==> config.mk <==
export PLATFORM = sky130hd
export DESIGN_NAME = ex_stage
export DESIGN_NICKNAME = d
export VERILOG_FILES = /design/src/rtl/ex_pkg.sv /design/src/rtl/ex_stage_mult.sv /design/src/rtl/ex_stage.sv
export SDC_FILE = /design/constraint.sdc
export NUM_CORES = 1
export LEC_CHECK = 0
export ABC_CLOCK_PERIOD_IN_PS = 6660
export CAP_MARGIN = 20
export CORE_UTILIZATION = 55
export CTS_CLUSTER_DIAMETER = 30
export CTS_CLUSTER_SIZE = 12
export DETAILED_ROUTE_END_ITERATION = 10
export GPL_TIMING_DRIVEN = 0
export PLACE_DENSITY = 0.76
export SLEW_MARGIN = 20
export SYNTH_ARGS = -nofsm -noshare
export SYNTH_HDL_FRONTEND = slang
export SYNTH_SLANG_ARGS = --single-unit
==> constraint.sdc <==
create_clock -name Clk -period 6.66 [get_ports Clk]
set_input_delay 1.998 -clock Clk [delete_from_list [all_inputs] [get_ports Clk]]
set_output_delay 1.998 -clock Clk [all_outputs]
set_load 0.02 [all_outputs]
==> src/rtl/ex_pkg.sv <==
// Shared definitions for the MIPS execute stage: widths, ALU opcodes,
// R-type function codes, multiplier FSM states and a magnitude helper.
package ex_pkg;

  localparam int unsigned DATA_W = 32;
  localparam int unsigned REG_W  = 5;

  // Non-R-type ALU opcodes (EX_ALUop)
  localparam logic [2:0] ALU_ADD  = 3'b000;
  localparam logic [2:0] ALU_SUB  = 3'b001;
  localparam logic [2:0] ALU_OR   = 3'b010;
  localparam logic [2:0] ALU_AND  = 3'b011;
  localparam logic [2:0] ALU_SLT  = 3'b100;
  localparam logic [2:0] ALU_SLTU = 3'b101;
  localparam logic [2:0] ALU_LUI  = 3'b110;
  localparam logic [2:0] ALU_ADD2 = 3'b111;

  // R-type function codes (EX_func)
  localparam logic [5:0] F_ADD   = 6'b100000;
  localparam logic [5:0] F_ADDU  = 6'b100001;
  localparam logic [5:0] F_SUB   = 6'b100010;
  localparam logic [5:0] F_SUBU  = 6'b100011;
  localparam logic [5:0] F_AND   = 6'b100100;
  localparam logic [5:0] F_OR    = 6'b100101;
  localparam logic [5:0] F_SLT   = 6'b101010;
  localparam logic [5:0] F_SLTU  = 6'b101011;
  localparam logic [5:0] F_MFHI  = 6'b010000;
  localparam logic [5:0] F_MFLO  = 6'b010010;
  localparam logic [5:0] F_MULT  = 6'b011000;
  localparam logic [5:0] F_MULTU = 6'b011001;

  typedef enum logic [1:0] {
    M_IDLE,
    M_BUSY,
    M_DONE
  } mult_state_e;

  // Two's-complement magnitude when the operand is treated as signed
  function automatic logic [DATA_W-1:0] abs_val(input logic [DATA_W-1:0] x,
                                                input logic              sgn);
    return (sgn && x[DATA_W-1]) ? -x : x;
  endfunction

endpackage

==> src/rtl/ex_stage_mult.sv <==
// Iterative shift-add multiplier with HI/LO result registers.
// Signed operands are multiplied as magnitudes and the product is negated
// at the final step when the operand signs differ.
module mult_unit
  import ex_pkg::*;
#(
  parameter int unsigned MULT_CYCLES = 32
) (
  input  logic              clk,
  input  logic              rst,
  input  logic              start,
  input  logic              signed_op,
  input  logic [DATA_W-1:0] a,
  input  logic [DATA_W-1:0] b,
  output logic              stall,
  output logic [DATA_W-1:0] hi,
  output logic [DATA_W-1:0] lo
);

  localparam int unsigned     CNT_W = $clog2(MULT_CYCLES);
  localparam logic [CNT_W-1:0] LAST = CNT_W'(MULT_CYCLES - 1);

  mult_state_e         state_q, state_d;
  logic [CNT_W-1:0]    count_q;
  logic [DATA_W-1:0]   mcand_q;
  logic [2*DATA_W-1:0] prod_q;
  logic                neg_q;
  logic [DATA_W-1:0]   hi_q, lo_q;

  logic [DATA_W:0]     sum;
  logic [2*DATA_W-1:0] prod_next, prod_final;

  // Upper half accumulates the multiplicand; the whole product shifts right
  assign sum        = {1'b0, prod_q[2*DATA_W-1:DATA_W]} +
                      {1'b0, (prod_q[0] ? mcand_q : '0)};
  assign prod_next  = {sum, prod_q[DATA_W-1:1]};
  assign prod_final = neg_q ? -prod_next : prod_next;

  assign hi = hi_q;
  assign lo = lo_q;

  // Next-state and stall request
  always_comb begin
    state_d = state_q;
    stall   = 1'b0;
    case (state_q)
      M_IDLE: begin
        if (start) begin
          stall   = 1'b1;
          state_d = M_BUSY;
        end
      end
      M_BUSY: begin
        stall = 1'b1;
        if (count_q == LAST) state_d = M_DONE;
      end
      M_DONE:  state_d = M_IDLE;
      default: state_d = M_IDLE;
    endcase
  end

  // State register, operand capture, iteration and HI/LO write
  always_ff @(negedge clk) begin
    if (rst) begin
      state_q <= M_IDLE;
      count_q <= '0;
      mcand_q <= '0;
      prod_q  <= '0;
      neg_q   <= 1'b0;
      hi_q    <= '0;
      lo_q    <= '0;
    end else begin
      state_q <= state_d;
      case (state_q)
        M_IDLE: begin
          if (start) begin
            mcand_q <= abs_val(a, signed_op);
            prod_q  <= {{DATA_W{1'b0}}, abs_val(b, signed_op)};
            neg_q   <= signed_op & (a[DATA_W-1] ^ b[DATA_W-1]);
            count_q <= '0;
          end
        end
        M_BUSY: begin
          prod_q  <= prod_next;
          count_q <= count_q + CNT_W'(1);
          if (count_q == LAST) {hi_q, lo_q} <= prod_final;
        end
        default: ;
      endcase
    end
  end

endmodule

==> src/rtl/ex_stage.sv <==
// MIPS execute stage: ALU control + ALU, immediate extension, branch/jump
// resolution, multiplier with HI/LO, and the EX/MEM pipeline register.
// Optional operand forwarding is enabled by defining EX_FWD_EN.
module ex_stage
  import ex_pkg::*;
#(
  parameter int unsigned MULT_CYCLES = 32
) (
  input  logic              Clk,
  input  logic              Rst,
  input  logic [DATA_W-1:0] EX_PC4,
  input  logic [DATA_W-1:0] EX_Jtarg,
  input  logic [DATA_W-1:0] EX_busA,
  input  logic [DATA_W-1:0] EX_busB,
  input  logic [REG_W-1:0]  EX_Rt,
  input  logic [REG_W-1:0]  EX_Rd,
  input  logic [5:0]        EX_func,
  input  logic [15:0]       EX_immd,
  input  logic              EX_RegWr,
  input  logic              EX_ALUSrc,
  input  logic              EX_RegDst,
  input  logic              EX_MemtoReg,
  input  logic              EX_MemWr,
  input  logic              EX_Branch,
  input  logic              EX_Jump,
  input  logic              EX_ExtOp,
  input  logic              EX_R_type,
  input  logic [2:0]        EX_ALUop,
`ifdef EX_FWD_EN
  input  logic [REG_W-1:0]  EX_Rs,
  input  logic [REG_W-1:0]  WB_Rw,
  input  logic              WB_RegWr,
  input  logic [DATA_W-1:0] WB_busW,
`endif
  output logic              PCSrc,
  output logic [DATA_W-1:0] NextPC,
  output logic              Flush,
  output logic              Stall,
  output logic [DATA_W-1:0] MEM_ALUout,
  output logic [DATA_W-1:0] MEM_busB,
  output logic [REG_W-1:0]  MEM_Rw,
  output logic              MEM_RegWr,
  output logic              MEM_MemtoReg,
  output logic              MEM_MemWr
);

  logic [DATA_W-1:0] op_a, op_b, imm_sext, imm_ext, alu_b, alu_res, br_target;
  logic [DATA_W-1:0] hi, lo;
  logic              func_ok, is_mult, br_taken, slt_s, slt_u;

  logic [DATA_W-1:0] aluout_q, aluout_d, busb_q, busb_d;
  logic [REG_W-1:0]  rw_q, rw_d;
  logic              regwr_q, regwr_d, memtoreg_q, memtoreg_d, memwr_q, memwr_d;

`ifdef EX_FWD_EN
  // Operand bypass: the EX/MEM result is younger, so it wins over MEM/WB
  always_comb begin
    op_a = EX_busA;
    op_b = EX_busB;
    if (regwr_q && rw_q != '0 && rw_q == EX_Rs)        op_a = aluout_q;
    else if (WB_RegWr && WB_Rw != '0 && WB_Rw == EX_Rs) op_a = WB_busW;
    if (regwr_q && rw_q != '0 && rw_q == EX_Rt)        op_b = aluout_q;
    else if (WB_RegWr && WB_Rw != '0 && WB_Rw == EX_Rt) op_b = WB_busW;
  end
`else
  assign op_a = EX_busA;
  assign op_b = EX_busB;
`endif

  assign imm_sext = {{(DATA_W-16){EX_immd[15]}}, EX_immd};
  assign imm_ext  = EX_ExtOp ? imm_sext : {{(DATA_W-16){1'b0}}, EX_immd};
  assign alu_b    = EX_ALUSrc ? imm_ext : op_b;
  assign slt_s    = $signed(op_a) < $signed(alu_b);
  assign slt_u    = op_a < alu_b;
  assign is_mult  = EX_R_type && (EX_func == F_MULT || EX_func == F_MULTU);

  // ALU control decode and result select
  always_comb begin
    alu_res = '0;
    func_ok = 1'b1;
    if (EX_R_type) begin
      case (EX_func)
        F_ADD, F_ADDU:   alu_res = op_a + alu_b;
        F_SUB, F_SUBU:   alu_res = op_a - alu_b;
        F_AND:           alu_res = op_a & alu_b;
        F_OR:            alu_res = op_a | alu_b;
        F_SLT:           alu_res = {{(DATA_W-1){1'b0}}, slt_s};
        F_SLTU:          alu_res = {{(DATA_W-1){1'b0}}, slt_u};
        F_MFHI:          alu_res = hi;
        F_MFLO:          alu_res = lo;
        F_MULT, F_MULTU: alu_res = '0;
        default:         func_ok = 1'b0;
      endcase
    end else begin
      case (EX_ALUop)
        ALU_ADD, ALU_ADD2: alu_res = op_a + alu_b;
        ALU_SUB:           alu_res = op_a - alu_b;
        ALU_OR:            alu_res = op_a | alu_b;
        ALU_AND:           alu_res = op_a & alu_b;
        ALU_SLT:           alu_res = {{(DATA_W-1){1'b0}}, slt_s};
        ALU_SLTU:          alu_res = {{(DATA_W-1){1'b0}}, slt_u};
        ALU_LUI:           alu_res = {alu_b[15:0], 16'h0000};
        default:           alu_res = '0;
      endcase
    end
  end

  // Branch/jump resolution; jump overrides branch
  assign br_target = EX_PC4 + {imm_sext[DATA_W-3:0], 2'b00};
  assign br_taken  = EX_Branch && (op_a == op_b);
  assign PCSrc     = br_taken | EX_Jump;
  assign Flush     = PCSrc;
  assign NextPC    = EX_Jump ? EX_Jtarg : br_target;

  mult_unit #(
    .MULT_CYCLES (MULT_CYCLES)
  ) u_mult (
    .clk       (Clk),
    .rst       (Rst),
    .start     (is_mult),
    .signed_op (EX_func == F_MULT),
    .a         (op_a),
    .b         (op_b),
    .stall     (Stall),
    .hi        (hi),
    .lo        (lo)
  );

  // EX/MEM next value: a bubble while stalled or while a multiply holds EX
  always_comb begin
    aluout_d   = '0;
    busb_d     = '0;
    rw_d       = '0;
    regwr_d    = 1'b0;
    memtoreg_d = 1'b0;
    memwr_d    = 1'b0;
    if (!(Stall || is_mult)) begin
      aluout_d   = alu_res;
      busb_d     = op_b;
      rw_d       = EX_RegDst ? EX_Rd : EX_Rt;
      regwr_d    = EX_RegWr & func_ok;
      memtoreg_d = EX_MemtoReg;
      memwr_d    = EX_MemWr;
    end
  end

  // EX/MEM pipeline register
  always_ff @(negedge Clk) begin
    if (Rst) begin
      aluout_q   <= '0;
      busb_q     <= '0;
      rw_q       <= '0;
      regwr_q    <= 1'b0;
      memtoreg_q <= 1'b0;
      memwr_q    <= 1'b0;
    end else begin
      aluout_q   <= aluout_d;
      busb_q     <= busb_d;
      rw_q       <= rw_d;
      regwr_q    <= regwr_d;
      memtoreg_q <= memtoreg_d;
      memwr_q    <= memwr_d;
    end
  end

  assign MEM_ALUout   = aluout_q;
  assign MEM_busB     = busb_q;
  assign MEM_Rw       = rw_q;
  assign MEM_RegWr    = regwr_q;
  assign MEM_MemtoReg = memtoreg_q;
  assign MEM_MemWr    = memwr_q;

endmodule

==> impl_metrics.json, run 1 <==
{
  "dp_slack_ns": -4.175,
  "synth_top_area_cell": "dfxtp_1",
  "initial_utilization_pct": 56.23,
  "async_flop_share_pct": 0,
  "clock_path_buffers": 3,
  "yosysWarnings": 0,
  "haltStage": "5_1_grt",
  "ys.flop_type": "dfxtp_1",
  "htreeDepth": 2,
  "tool.error": "[ERROR GRT-0116] Global routing finished with congestion. Check the congestion regions in the DRC Viewer.",
  "gp_congestion": 1.156,
  "grt_use_total_pct": 73.00,
  "synth_area_sq_um": 21880,
  "io_buffer_count": 265,
  "ys_types": 83,
  "grt_pass1_wl_microns": 220400,
  "synth_edf_count": 0,
  "status": "did not finish",
  "hpwl_microns": 83380,
  "avgSynthCellArea_sq_um": 7.341,
  "synth_nets": 3332,
  "grt-ovfl-total": 1,
  "ys_ff_latch": 240,
  "pin_count": 281,
  "postSynthCellCount": 2981,
  "cts_made_buffers": 51,
  "placed_area_sq_um": 26080,
  "yosysTopAreaCellShare_pct": 21.95,
  "synth.top_cells.by_area": "dfxtp_1, ha_1, xnor2_1, a21oi_1, nor2_1",
  "grt_pass1_vias": 33800,
  "num_rows": 72,
  "grt_max_degree": 18,
  "die_y_microns": 201.5,
  "root_buffer": "clkbuf_16",
  "cts.sinks": 240,
  "die_w_microns": 201.5,
  "seq_area_frac_synth_pct": 21.95
}
-- stage by stage --
| step | std cells | setup TNS [ns] |
|---|---|---|
| after floorplan | 2981 | -66.28 |
| after global placement | 3764 | -336.48 |
| after detailed placement | 3766 | -341.49 |
| after CTS | 4223 | -38.58 |
-- cells in the mapped netlist, types with 5 or more instances --
library cell / n
a211o_1: 11
a211oi_1: 108
a21boi_0: 5
a21o_1: 28
a21oi_1: 246
a221oi_1: 7
a22oi_1: 56
a311oi_1: 12
a31oi_1: 30
and2_1: 44
and3_1: 49
buf_1: 20
buf_2: 5
clkbuf_1: 166
dfxtp_1: 240
ha_1: 173
inv_1: 138
mux2_2: 21
mux2i_1: 55
nand2_1: 272
nand2b_1: 26
nand3_1: 47
nand3b_1: 10
nand4_1: 21
nor2_1: 299
nor2b_1: 21
nor3_1: 56
nor4_1: 24
o211ai_1: 26
o21a_1: 22
o21ai_0: 222
o21bai_1: 30
o221ai_1: 11
o22ai_1: 40
o31ai_1: 33
o41ai_1: 16
or2_2: 11
or3_1: 26
or4_1: 17
xnor2_1: 160
xor2_1: 94
-- kinds of logic after synthesis --
kind of cell / Yosys count / synth area share (%)
simple gates: 942 / 20.19
mux: 77 / 3.699
fa+ha+maj: 177 / 10.26
compound gates: 957 / 27.93
buf+inv: 334 / 5.809
flops: 240 / 21.95
xor+xnor: 254 / 10.17
-- what timing repair did --
| item | 4_1_cts |
|---|---|
| gates cloned | 2 |
| pin swaps | 171 |
| hold buffers | 0 |
| endpoints found under the setup margin | 310 |
| gates resized for setup | 908 |
| setup buffers | 134 |
-- per-layer routing --
layer | GRT overflow | GRT usage [%]
met5 | 0 | 33.81
met4 | 0 | 67.86
met3 | 0 | 59.31
met2 | 1 | 89.05
met1 | 0 | 73.61
==> run 2, diff against run 1 <==
--- a/config.mk
+++ b/config.mk
@@ -7,12 +7,10 @@
 export LEC_CHECK = 0
 export ABC_CLOCK_PERIOD_IN_PS = 6660
 export CAP_MARGIN = 20
-export CORE_UTILIZATION = 55
-export CTS_CLUSTER_DIAMETER = 30
-export CTS_CLUSTER_SIZE = 12
+export CORE_UTILIZATION = 40
 export DETAILED_ROUTE_END_ITERATION = 10
 export GPL_TIMING_DRIVEN = 0
-export PLACE_DENSITY = 0.76
+export PLACE_DENSITY_LB_ADDON = 0.15
 export SLEW_MARGIN = 20
 export SYNTH_ARGS = -nofsm -noshare
 export SYNTH_HDL_FRONTEND = slang
==> impl_metrics.json, run 2 <==
{
  "synth_compound_area_share_pct": 27.93,
  "drt_first_pass_iters": 6,
  "critPathLaunchType": "primary input",
  "initial_utilization_pct": 40.59,
  "tightest_slew_ns": 1.174,
  "pwr-share-clk_pct": 37.3,
  "synth-simple-area-share_pct": 20.19,
  "setup_violations": 86,
  "ys.flop_type": "dfxtp_1",
  "yosysTopAreaCellShare_pct": 21.95,
  "hold_violations": 0,
  "drc": 0,
  "pin_count": 281,
  "die_w_microns": 235.9,
  "syn_to_final_growth_pct": 50.11,
  "p_seq_share_pct": 26.0,
  "r2r_start": "u_mult.prod_q[0]",
  "top_layer": "met5",
  "clkTransAtPathRegs_ns": 0.04,
  "final_nets": 4055,
  "end_kind": "flop",
  "status": "finished, violations left",
  "gp_congestion": 1.007,
  "synthXorXnorAreaFrac_pct": 10.17,
  "r2r_end": "u_mult.hi[28]",
  "holdPathStages": 2,
  "n_fill_cell": 4827,
  "io_buffer_count": 265,
  "dieArea_sq_um": 55650,
  "maxCapViolations": 0,
  "synth_area_sq_um": 21880,
  "vias_per_cell": 6.210,
  "cts.sinks": 240,
  "p_int_uw": 3418,
  "cts_made_buffers": 28,
  "rsz0062_at_grt": "yes",
  "seq_area_frac_synth_pct": 21.95,
  "dr_wl_met3_microns": 12720,
  "layout_commonest_cell": "inv_1",
  "yosysWarnings": 0,
  "path_class": "primary input to flop",
  "clock_path_buffers": 3,
  "power_density_nw_per_um2": 174.5,
  "grt_use_total_pct": 40.32,
  "placed_area_sq_um": 26280,
  "grt_pass1_vias": 26250,
  "setup_slack_ns": -1.684,
  "synth_top_area_cell": "dfxtp_1",
  "relSlewSlack_pct": 21.71,
  "grt-ovfl-total": 0,
  "antenna_left": 0,
  "hold_class": "flop to flop",
  "worstPathMaxFanout": 6,
  "drt_iter0_markers": 3433,
  "core_area_sq_um": 53920,
  "cts_tree": "built",
  "largest_register_ffs": 64,
  "design_area_sq_um": 32850,
  "drive_gt1_share_pct": 25.83,
  "worst_clock_skew_ns": 0.02956,
  "synth.top_cells.by_area": "dfxtp_1, ha_1, xnor2_1, a21oi_1, nor2_1",
  "synth_mux_area_share_pct": 3.699,
  "top_register": "u_mult.prod_q",
  "synth_top_family_by_area": "compound AO/OA/AOI/OAI gates",
  "ys_types": 83,
  "min_to": "u_mult.lo[0]",
  "finalPower_uw": 5732,
  "hpwl_microns": 91060,
  "die_y_microns": 235.9,
  "synth_common_cells": "nor2_1, nand2_1, a21oi_1",
  "synth_nets": 3332,
  "async_flop_share_pct": 0,
  "hold_start": "u_mult.lo[0]",
  "crit_required_ns": 3.84,
  "vias": 27510,
  "final_cell_mix": "inv_1, nor2_1, nand2_1",
  "p_sw_uw": 2315,
  "cp.arrival_ns": 5.52,
  "netSwitchingFraction_pct": 40.38,
  "cts-hold-fix-buffers": 0,
  "synth_edf_count": 0,
  "drt_wl_total_microns": 118700,
  "num_rows": 85,
  "antenna_found_initial": 10,
  "htreeDepth": 1,
  "ir_worst_vdd_mv": 0.1930,
  "ff2ff_path_depth": 15,
  "ys_ff_latch": 240,
  "drt-met1-wl_microns": 48810,
  "violations": "setup timing",
  "postSynthCellCount": 2981,
  "p_leak_uw": 0.01403,
  "root_buffer": "clkbuf_16",
  "yosysMostFrequentCell": "nor2_1",
  "synth_fa_ha_area_share_pct": 10.26,
  "p_comb_share_pct": 36.7,
  "grt_max_degree": 18,
  "avgSynthCellArea_sq_um": 7.341,
  "grt_pass1_wl_microns": 168000,
  "clk_latency_ns": 0.63,
  "finalMaxSlewViolations": 0,
  "route.met2.wl_microns": 50520,
  "wl_per_cell_microns": 26.80,
  "dp_slack_ns": -4.363,
  "r2r_slack_ns": 0.48
}
[run 2: cell counts after synthesis]
No cell type changed its count.
[run 2: stage by stage]
step	utilization [%]	setup TNS [ns]	std cells	hold WS, ns
3_5_place_dp	48.74	-342.19	3942	0.4552
5_1_grt	60.92	-51.82	4428	0.4896
2_1_floorplan	-	-66.28	2981	0.4273
6_report	60.93	-46.96	4429	0.4590
3_3_place_gp	48.73	-336.14	3942	0.4453
4_1_cts	58.65	-38.66	4380	0.4588
[run 2: repair_timing]
| item | 4_1_cts | 5_1_grt |
|---|---|---|
| endpoints found under the setup margin | 307 | 203 |
| gates cloned | 3 | 1 |
| pin swaps | 218 | 155 |
| resized for setup | 930 | 270 |
| endpoints found under the hold margin | 0 | 0 |
| buffers inserted | 165 | 51 |
[run 2: power groups by stage]
stage          Clock, uW  Combinational, uW  Sequential (uW)
2_1_floorplan        218                900             1540
3_3_place_gp         218               1580             1510
3_5_place_dp         218               1580             1510
4_1_cts             2170               1910             1490
5_1_grt             2330               2180             1490
6_report            2140               2100             1490
[run 2: critical path, cell delays in order]
cell,delay (ns)
clkbuf_16,0.15
buf_12,0.14
mux2_4,0.33
inv_4,0.07
ha_4,0.22
nor4_4,0.28
buf_4,0.17
a31oi_4,0.11
a221o_1,0.38
o31ai_4,0.20
buf_6,0.16
a2111oi_4,0.07
buf_4,0.20
o41ai_4,0.35
xnor2_2,0.22
a211oi_2,0.12
o21a_1,0.22
nand2b_4,0.13
[run 2: worst max path at each step]
stage | startpoint | endpoint | slack [ns] | cells after the start
2_1_floorplan | EX_ALUSrc | MEM_ALUout[25] | -1.85 | 16
3_3_place_gp | EX_busB[0] | MEM_ALUout[26] | -4.36 | 17
3_5_place_dp | EX_busB[0] | MEM_ALUout[26] | -4.36 | 17
4_1_cts | EX_ALUSrc | MEM_ALUout[31] | -1.55 | 17
5_1_grt | EX_ALUSrc | MEM_ALUout[25] | -1.69 | 19
6_report | EX_ALUSrc | MEM_ALUout[25] | -1.68 | 18
[run 2: final cells by class]
type | instances | area, sq um | area share [%]
diodes | 9 | 22.52 | 0.06856
inverters | 140 | 581.8 | 1.771
plain buffers | 183 | 1187 | 3.614
repair buffers | 464 | 4224 | 12.86
flip-flops and latches | 240 | 4808 | 14.64
well taps | 696 | 870.8 | 2.651
clock buffers | 28 | 700.7 | 2.133
clock inverters | 262 | 1097 | 3.340
multi-input cells | 2407 | 19360 | 58.93
[run 2: metal layers]
| layer | GRT usage [%] | up-vias |
|---|---|---|
| met5 | 0 | - |
| met4 | 19.92 | 2 |
| met3 | 10.31 | 313 |
| met2 | 60.74 | 1711 |
| met1 | 53.15 | 13320 |
| li1 | - | 12160 |
[run 2: kinds of logic (layout without fill, tap and decap cells)]
logic type	after synthesis	in the layout
flip-flops	240	240
XOR/XNOR	254	254
AO/OA/AOI/OAI	957	957
buffers and inverters	334	1077
adder cells (fa/ha/maj)	177	177
AND/OR/NAND/NOR	942	942
other	0	9
multiplexers	77	77
Power figures use the tool's default switching activity.
